### src/rtl/hms_clock_ctrl_if.sv
// Button inputs and display-side outputs of the hh:mm:ss time-of-day core.
// The slave side is the clock core; the master side drives buttons and watches the display values.
interface hms_clock_ctrl_if;
    logic        i_sw_mode;
    logic        i_sw_pos;
    logic        i_sw_inc;
    logic [5:0]  o_sec;
    logic [5:0]  o_min;
    logic [4:0]  o_hour;
    logic [23:0] o_digits;
    logic [5:0]  o_six_dp;
    logic        o_mode;

    modport master (
        output i_sw_mode, i_sw_pos, i_sw_inc,
        input  o_sec, o_min, o_hour, o_digits, o_six_dp, o_mode
    );

    modport slave (
        input  i_sw_mode, i_sw_pos, i_sw_inc,
        output o_sec, o_min, o_hour, o_digits, o_six_dp, o_mode
    );
endinterface

### src/rtl/hms_clock_ctrl.sv
// 24 h hh:mm:ss time-of-day counter with a three-button SET mode (debounced raw buttons).
// Digits are BCD straight from the counter registers; dp marks the field being edited.
module hms_clock_ctrl #(
    parameter int TICK_DIV = 50000000,
    parameter int DEB_CYC  = 500000
) (
    input logic             clk,
    input logic             rst,
    hms_clock_ctrl_if.slave bus
);
    localparam int PW = (TICK_DIV > 2) ? $clog2(TICK_DIV) : 1;
    localparam int DW = $clog2(DEB_CYC + 1);
    localparam logic [PW-1:0] TICK_LAST = PW'(TICK_DIV - 1);
    localparam logic [DW-1:0] DEB_LAST  = DW'(DEB_CYC - 1);

    typedef enum logic {
        ST_CLOCK = 1'b0,
        ST_SET   = 1'b1
    } state_t;

    typedef enum logic [1:0] {
        FLD_SEC  = 2'd0,
        FLD_MIN  = 2'd1,
        FLD_HOUR = 2'd2
    } field_t;

    state_t        state_reg;
    field_t        field_reg;
    logic [5:0]    sec_reg;
    logic [5:0]    min_reg;
    logic [4:0]    hour_reg;
    logic [5:0]    dp_reg;
    logic [PW-1:0] pre_cnt_reg;
    logic          tick;
    logic [2:0]    sw_raw;
    logic [2:0]    press;

    // bit 0 = mode, bit 1 = pos, bit 2 = inc; index order is also press priority
    assign sw_raw = {bus.i_sw_inc, bus.i_sw_pos, bus.i_sw_mode};

    genvar gi;
    generate
        for (gi = 0; gi < 3; gi++) begin : g_btn
            logic          sync1_reg;
            logic          sync2_reg;
            logic          acc_reg;
            logic          acc_d_reg;
            logic [DW-1:0] deb_cnt_reg;

            always_ff @(posedge clk) begin
                if (rst) begin
                    sync1_reg   <= 1'b0;
                    sync2_reg   <= 1'b0;
                    acc_reg     <= 1'b0;
                    acc_d_reg   <= 1'b0;
                    deb_cnt_reg <= '0;
                end else begin
                    sync1_reg <= sw_raw[gi];
                    sync2_reg <= sync1_reg;
                    acc_d_reg <= acc_reg;
                    // any cycle where the synced level agrees restarts the stability count
                    if (sync2_reg == acc_reg) begin
                        deb_cnt_reg <= '0;
                    end else if (deb_cnt_reg == DEB_LAST) begin
                        acc_reg     <= sync2_reg;
                        deb_cnt_reg <= '0;
                    end else begin
                        deb_cnt_reg <= deb_cnt_reg + 1'b1;
                    end
                end
            end

            assign press[gi] = acc_reg & ~acc_d_reg;
        end
    endgenerate

    assign tick = (state_reg == ST_CLOCK) && (pre_cnt_reg == TICK_LAST);

    // held at zero while editing so the first second after resuming is a full one
    always_ff @(posedge clk) begin
        if (rst || (state_reg == ST_SET) || (pre_cnt_reg == TICK_LAST)) begin
            pre_cnt_reg <= '0;
        end else begin
            pre_cnt_reg <= pre_cnt_reg + 1'b1;
        end
    end

    function automatic logic [5:0] wrap60(input logic [5:0] v);
        return (v == 6'd59) ? 6'd0 : v + 6'd1;
    endfunction

    function automatic logic [4:0] wrap24(input logic [4:0] v);
        return (v == 5'd23) ? 5'd0 : v + 5'd1;
    endfunction

    always_ff @(posedge clk) begin
        if (rst) begin
            state_reg <= ST_CLOCK;
            field_reg <= FLD_SEC;
            sec_reg   <= 6'd0;
            min_reg   <= 6'd0;
            hour_reg  <= 5'd0;
            dp_reg    <= 6'd0;
        end else begin
            case (state_reg)
                ST_CLOCK: begin
                    if (tick) begin
                        sec_reg <= wrap60(sec_reg);
                        if (sec_reg == 6'd59) begin
                            min_reg <= wrap60(min_reg);
                            if (min_reg == 6'd59) begin
                                hour_reg <= wrap24(hour_reg);
                            end
                        end
                    end
                    // a tick landing with the mode press is still counted above
                    if (press[0]) begin
                        state_reg <= ST_SET;
                        field_reg <= FLD_SEC;
                        dp_reg    <= 6'b000011;
                    end
                end
                ST_SET: begin
                    if (press[0]) begin
                        state_reg <= ST_CLOCK;
                        dp_reg    <= 6'b000000;
                    end else if (press[1]) begin
                        case (field_reg)
                            FLD_SEC: begin
                                field_reg <= FLD_MIN;
                                dp_reg    <= 6'b001100;
                            end
                            FLD_MIN: begin
                                field_reg <= FLD_HOUR;
                                dp_reg    <= 6'b110000;
                            end
                            default: begin
                                field_reg <= FLD_SEC;
                                dp_reg    <= 6'b000011;
                            end
                        endcase
                    end else if (press[2]) begin
                        case (field_reg)
                            FLD_SEC:  sec_reg  <= wrap60(sec_reg);
                            FLD_MIN:  min_reg  <= wrap60(min_reg);
                            default:  hour_reg <= wrap24(hour_reg);
                        endcase
                    end
                end
                default: begin
                    state_reg <= ST_CLOCK;
                end
            endcase
        end
    end

    function automatic logic [7:0] to_bcd(input logic [5:0] v);
        logic [5:0] tens;
        logic [5:0] ones;
        tens = v / 6'd10;
        ones = v % 6'd10;
        return {tens[3:0], ones[3:0]};
    endfunction

    assign bus.o_sec    = sec_reg;
    assign bus.o_min    = min_reg;
    assign bus.o_hour   = hour_reg;
    assign bus.o_digits = {to_bcd({1'b0, hour_reg}), to_bcd(min_reg), to_bcd(sec_reg)};
    assign bus.o_six_dp = dp_reg;
    assign bus.o_mode   = (state_reg == ST_SET);
endmodule

### src/flat_wrapper.sv
// flat-port wrapper written by rule: the top's interface ports become plain ports
module hms_clock_ctrl_flat 
#(
    parameter int TICK_DIV = 50000000,
    parameter int DEB_CYC  = 500000
)
  (clk, rst, bus_i_sw_mode, bus_i_sw_pos, bus_i_sw_inc, bus_o_sec, bus_o_min, bus_o_hour, bus_o_digits, bus_o_six_dp, bus_o_mode);
  hms_clock_ctrl_if bus_i ();
  input logic clk;
  input logic rst;
  input wire logic [$bits(bus_i.i_sw_mode)-1:0] bus_i_sw_mode;
  input wire logic [$bits(bus_i.i_sw_pos)-1:0] bus_i_sw_pos;
  input wire logic [$bits(bus_i.i_sw_inc)-1:0] bus_i_sw_inc;
  output wire logic [$bits(bus_i.o_sec)-1:0] bus_o_sec;
  output wire logic [$bits(bus_i.o_min)-1:0] bus_o_min;
  output wire logic [$bits(bus_i.o_hour)-1:0] bus_o_hour;
  output wire logic [$bits(bus_i.o_digits)-1:0] bus_o_digits;
  output wire logic [$bits(bus_i.o_six_dp)-1:0] bus_o_six_dp;
  output wire logic [$bits(bus_i.o_mode)-1:0] bus_o_mode;
  assign bus_i.i_sw_mode = bus_i_sw_mode;
  assign bus_i.i_sw_pos = bus_i_sw_pos;
  assign bus_i.i_sw_inc = bus_i_sw_inc;
  assign bus_o_sec = bus_i.o_sec;
  assign bus_o_min = bus_i.o_min;
  assign bus_o_hour = bus_i.o_hour;
  assign bus_o_digits = bus_i.o_digits;
  assign bus_o_six_dp = bus_i.o_six_dp;
  assign bus_o_mode = bus_i.o_mode;
  hms_clock_ctrl #(.TICK_DIV(TICK_DIV), .DEB_CYC(DEB_CYC)) u_core (.clk(clk), .rst(rst), .bus(bus_i));
endmodule
### config.mk
export PLATFORM = sky130hd
export DESIGN_NAME = hms_clock_ctrl_flat
export DESIGN_NICKNAME = d
export VERILOG_FILES = /design/src/rtl/hms_clock_ctrl_if.sv /design/src/rtl/hms_clock_ctrl.sv /design/src/flat_wrapper.sv
export SDC_FILE = /design/constraint.sdc
export NUM_CORES = 1
export LEC_CHECK = 0
export CAP_MARGIN = 5
export CELL_PAD_IN_SITES_DETAIL_PLACEMENT = 1
export CELL_PAD_IN_SITES_GLOBAL_PLACEMENT = 1
export CORE_AREA = 4 4 164 87
export CTS_CLUSTER_SIZE = 10
export DETAILED_ROUTE_END_ITERATION = 10
export DIE_AREA = 0 0 168 91
export DONT_BUFFER_PORTS = 1
export PLACE_DENSITY = 0.82
export SETUP_SLACK_MARGIN = 0.3
export SLEW_MARGIN = 20
export SYNTH_ARGS = -nofsm -noshare
export SYNTH_HDL_FRONTEND = slang
export SYNTH_SLANG_ARGS = --single-unit
### constraint.sdc
create_clock -name clk -period 2.8 [get_ports clk]
set_clock_uncertainty 0.05 [all_clocks]
set_input_delay 0.14 -clock clk [delete_from_list [all_inputs] [get_ports clk]]
set_output_delay 0.14 -clock clk [all_outputs]
set_load 0.05 [all_outputs]
==> results of run 1 <==
==> repair_timing <==
item,CTS,global route
pin swaps,4,13
hold buffers,5,1
endpoints found under the setup margin,21,31
gates resized for setup,19,30
endpoints found under the hold margin,32,9
setup buffers,5,7
gates cloned,0,0
==> where the power goes <==
part / total [mW] / internal (mW) / switching, mW / leakage, nW
Clock: 2.21 / 1.26 / 0.951 / 0.284
Combinational: 0.249 / 0.0931 / 0.156 / 1.40
Sequential: 1.73 / 1.69 / 0.0393 / 0.961
Total: 4.19 / 3.04 / 1.15 / 2.65
==> worst register-to-register path: cells and delay by family (launching register included) <==
| family | cells | cell delay, ns |
|---|---|---|
| flops | 1 | 0.39 |
| simple gates | 3 | 1.14 |
| fa+ha+maj | 1 | 0.28 |
| compound gates | 2 | 0.47 |
==> stage by stage <==
step           area, um2  instances
6_report            7496        943
3_5_place_dp        6501        893
3_3_place_gp        6501        893
5_1_grt             7496        943
4_1_cts             7258        935
2_1_floorplan       6146        722
==> area by class of cell <==
class,count,area (um2),area share
clock buffer,17,425.4,0.05675
clock inverter,15,156.4,0.02086
inverter,27,101.3,0.01352
multi-input combinational,543,3714,0.4954
sequential,118,2396,0.3196
tap,170,212.7,0.02838
timing repair buffer,53,490.5,0.06543
==> final timing paths <==
kind	startpoint	endpoint	slack [ns]	cells after the start
worst max-delay path	u_core.bus.o_sec[1]$_SDFFE_PP0P_	bus_o_digits[2]	0.17	7
worst min register to register	u_core.g_btn[1].deb_cnt_reg[0]$_SDFF_PP0_	u_core.g_btn[1].deb_cnt_reg[0]$_SDFF_PP0_	0.42	1
worst max register to register	u_core.pre_cnt_reg[0]$_SDFF_PP0_	u_core.bus.o_sec[3]$_SDFFE_PP0P_	0.33	6
worst min-delay path	rst	u_core.g_btn[1].deb_cnt_reg[10]$_SDFF_PP0_	0.08	3
==> per-layer routing <==
layer / vias up / global-route usage / part of all wire
li1: 2569 / - / -
met1: 2846 / 0.2613 / 0.40
met2: 197 / 0.4012 / 0.51
met3: 70 / 0.05163 / 0.045
met4: 0 / 0.09656 / 0.041
met5: - / 0 / 0
==> cells in the mapped netlist, types with 3 or more instances <==
cell and number:
o21ai_0 14, dfxtp_1 118, nor2b_1 14, a21oi_1 11
ha_1 20, xor2_1 42, buf_1 4, or4_1 4
or4b_2 4, nand4_1 25, buf_4 10, nor2_1 118
or3_1 7, buf_2 3, nand3_1 44, o21a_1 4
nand2b_1 11, inv_1 27, xnor2_1 43, nor3_1 28
mux2i_1 12, a211oi_1 3, and4_1 9, and2_1 3
nand2_1 51, clkbuf_1 17, nor4b_1 6, nor4_1 11
a221oi_1 3, and3_1 14
==> cells by family after synthesis <==
family,after synthesis,synth area share
other,1,0.0006223
muxes,14,0.02367
buffers and inverters,61,0.04485
and+or+nand+nor,360,0.3056
DFF,118,0.3920
adders and majority gates,20,0.04153
AOI/OAI and AO/OA,60,0.06811
xor gates and xnor gates,85,0.1235
==> impl_metrics.tcl, run 1 <==
set metrics [dict create \
    status "finished clean" \
    grt_usage 0.2251 \
    gp_congestion 0.8201 \
    num_vias 5682 \
    finalCritPeriodShare 0.9376 \
    syn_area_mm2 0.006026 \
    die_area_mm2 0.01529 \
    pre_cts_slack_ns 0.2733 \
    nets 785 \
    hp-class "in -> reg" \
    drcViolationCount 0 \
    maxCapViolCount 0 \
    via_per_inst 6.025 \
    critPathRequiredTime_ns 2.61 \
    hold_violations 0 \
    path_clk_slew_ns 0.06 \
    path_delay_family "compound AO/OA/AOI/OAI gates" \
    synth_async_sr_flop_share 0 \
    slowest_stage "dfxtp_1" \
    largest_reg_flops 57 \
    final_util 0.5953 \
    antenna_cells 0 \
    final_cell_mix "nor2_1, dfxtp_1, nand2_1" \
    worstMarginPinSlew_ns 0.9409 \
    synth_ff_type "dfxtp_1" \
    p_total_mw 4.188 \
    cts.sinks 118 \
    setup_violations 0 \
    cts_inserted_buffers 17 \
    grt_max_degree 34 \
    worstSkewPairLatency_ns 0.43 \
    synth_top_area_frac 0.3920 \
    cp_data_arrival_time_ns 2.44 \
    grt_pass1_vias 5736 \
    period_needed_ns 2.625 \
    ys_warn_count 0 \
    grt_antenna_before_repair 0 \
    grt.overflow.total 0 \
    crit_buf_inv 2 \
    p_per_area_mw_per_mm2 558.6 \
    num_rows 29 \
    drive_gt1_frac 0.1798 \
    grt_pass1_wl_um 28250 \
    ant_nets 0 \
    ys_ff_latch 118 \
    fmax_ghz 0.3809 \
    avgSynthCellArea_um2 8.381 \
    synthesis.instances 719 \
    cts_root_buffer "clkbuf_16" \
    whs_ns 0.08084 \
    avgRoutedWirePerCell_um 21.06 \
    yosysUniqueCellTypes 58 \
    post-route-worst-setup-slack_ns 0.1748 \
    synth_edf_count 0 \
    slew_headroom 0.3675 \
    path_cells "buf_4 -> nor2_2 -> o21ai_0 -> o21a_1 -> o21ai_4 -> mux2i_4 -> buf_12" \
    syn_to_final_growth_pct 24.40 \
    io_pins 53 \
    maxSlewViolCount 0 \
    fin_tns_setup_ns 0 \
    cpPeakStageDelay_ns 0.40 \
    initial_core_util 0.4786 \
    rsz0062_at_grt "true" \
    dp_hpwl_um 9991 \
    final_common_cell "nor2_1" \
    drt-pass1-iter-count 5 \
    seq_area_frac_synth 0.3920 \
    vdd_drop_max_uv 342.8 \
    die_w_um 168 \
    p_leak_nw 2.648 \
    core_area_mm2 0.01259 \
    cp-end-kind "output pin" \
    htreeDepth 4 \
    io_buffer_count 0 \
    cts_tree "done" \
    drt_iter0_markers 374 \
    netlist_top_cells_area "dfxtp_1, nor2_1, xnor2_1" \
    die_height_um 91 \
    path_max_fanout 5 \
    critPathLaunchType "flip-flop" \
    path_class "reg -> out" \
    clk_path_buf_depth 2 \
    fillers 1393 \
    synth_largest_area_cell "dfxtp_1" \
    drt-total-wl_um 19860 \
]
Note: power is estimated with default switching activity, not from simulation.
==> run 2, diff against run 1 <==
Settings changed: CORE_AREA 4 4 164 87 to 5 5 165 88, DIE_AREA 0 0 168 91 to 0 0 170 93.
==> run 2 against run 1 <==
Compared with the run above:
- critical path depth did not move
- register-to-register slack hardly changed
- die area increased by 3.4%
- worst hold slack got worse by 0.081 ns
- setup slack better by 0.055 ns
- utilization shrank 1.1 points
- sequential power is essentially flat
- clock power rose by 3%
- design area rose by 1.6%
- largest cell class unchanged
==> impl_metrics.tcl, run 2 (synthesized netlist as in run 1, its figures left out) <==
set metrics [dict create \
    path_max_fanout 8 \
    worstSkewPairLatency_ns 0.42 \
    regArea_mm2 0.002397 \
    multiInputGateArea_mm2 0.003717 \
    cts_inserted_buffers 17 \
    post-route-worst-setup-slack_ns 0.2294 \
    vdd_drop_max_uv 389.6 \
    gp_congestion 0.8279 \
    maxSlewViolCount 0 \
    cts.sinks 118 \
    period_needed_ns 2.571 \
    p_comb_frac 0.061 \
    avgRoutedWirePerCell_um 20.05 \
    cpPeakStageDelay_ns 0.42 \
    fin_tns_setup_ns 0 \
    htreeDepth 4 \
    die_w_um 170 \
    worstMarginPinSlew_ns 0.8062 \
    path_clk_slew_ns 0.06 \
    whs_ns 0.0002028 \
    fmax_ghz 0.3890 \
    ant_nets 0 \
    netSwitchingPower_mw 1.042 \
    io_buffer_count 0 \
    cp-end-kind "output pin" \
    cts_root_buffer "clkbuf_16" \
    fin_area_mm2 0.007615 \
    cts_tree "done" \
    cp_data_arrival_time_ns 2.38 \
    grt_max_degree 36 \
    clk_path_buf_depth 2 \
    grt_pass1_wl_um 28300 \
    clkPwrFrac 0.534 \
    path_delay_family "XOR/XNOR gates" \
    die_height_um 93 \
    die_area_mm2 0.01581 \
    drt-pass1-iter-count 5 \
    crit_top_cell "xnor2_4" \
    placed_area_mm2 0.006531 \
    place_inst 902 \
    critPathLaunchType "flip-flop" \
    largest_reg_flops 57 \
    final_common_cell "nor2_1" \
    rsz0062_at_grt "true" \
    p_int_mw 3.216 \
    hold_violations 0 \
    stdcell_count 957 \
    final_util 0.5846 \
    fillers 1477 \
    p_sw_frac 0.2447 \
    drive_gt1_frac 0.1921 \
    p_per_area_mw_per_mm2 559.2 \
    num_rows 30 \
    drt-total-wl_um 19190 \
    drt_iter0_markers 402 \
    grt_antenna_before_repair 0 \
    finalCritPeriodShare 0.9181 \
    setup_violations 0 \
    crit_buf_inv 0 \
    pwr-share-seq 0.405 \
    num_vias 5506 \
    dp_hpwl_um 11330 \
    path_cells "nand2b_1 -> a21bo_4 -> a22o_4 -> xnor2_4 -> ha_4 -> nand2b_4 -> xnor2_4" \
    grt.overflow.total 0 \
    via_per_inst 5.753 \
    pre_cts_slack_ns 0.1200 \
    final_cell_mix "nor2_1, dfxtp_1, nand2_1" \
    grt_usage 0.2224 \
    maxCapViolCount 0 \
    drcViolationCount 0 \
    antenna_cells 0 \
    critPathRequiredTime_ns 2.61 \
    nets 793 \
    p_total_mw 4.258 \
    slew_headroom 0.4576 \
    p_leak_nw 2.707 \
    slowest_stage "dfxtp_4" \
    status "finished clean" \
    syn_to_final_growth_pct 26.37 \
    path_class "reg -> out" \
    initial_core_util 0.4626 \
    core_area_mm2 0.01303 \
    grt_pass1_vias 5476 \
    hp-class "in -> reg" \
    io_pins 53 \
]
==> run 2: final cells by class <==
cell class | instances | share of cell area
timing repair buffer | 61 | 0.07410
sequential | 118 | 0.3148
clock buffer | 18 | 0.05767
clock inverter | 14 | 0.02300
multi-input combinational | 543 | 0.4882
tap | 176 | 0.02892
inverter | 27 | 0.01331
==> run 2: per-layer routing <==
metal	share of wire	global-route usage	vias up	wire (um)
li1	-	-	2573	-
met1	0.43	0.2843	2709	8234
met2	0.49	0.3809	168	9448
met3	0.047	0.05279	56	911
met4	0.031	0.05648	0	594
met5	0	0	-	0
==> run 2: final timing paths <==
kind | from | endpoint | slack, ns | cells past startpoint
max | u_core.bus.o_min[3]$_SDFFE_PP0P_ | bus_o_digits[11] | 0.23 | 7
min | rst | u_core.g_btn[1].deb_cnt_reg[1]$_SDFF_PP0_ | 0.0002 | 2
max reg2reg | u_core.pre_cnt_reg[0]$_SDFF_PP0_ | u_core.bus.o_sec[4]$_SDFFE_PP0P_ | 0.32 | 6
min reg2reg | u_core.g_btn[1].sync1_reg$_SDFF_PP0_ | u_core.g_btn[1].sync2_reg$_SDFF_PP0_ | 0.39 | 1
==> run 2: repair_timing <==
action,4_1_cts,5_1_grt
setup buffers,6,12
pin swaps,8,11
setup endpoints to repair,26,33
resized for setup,34,24
hold buffers,5,0
endpoints found under the hold margin,33,0
==> run 2: power by group through the flow <==
stage	combinational (mW)	sequential (mW)	clock [mW]
floorplan	0.146	1.77	0
global placement	0.186	1.76	0
detailed placement	0.196	1.76	0
CTS	0.237	1.72	2.30
global route	0.276	1.73	2.38
finish	0.261	1.72	2.27
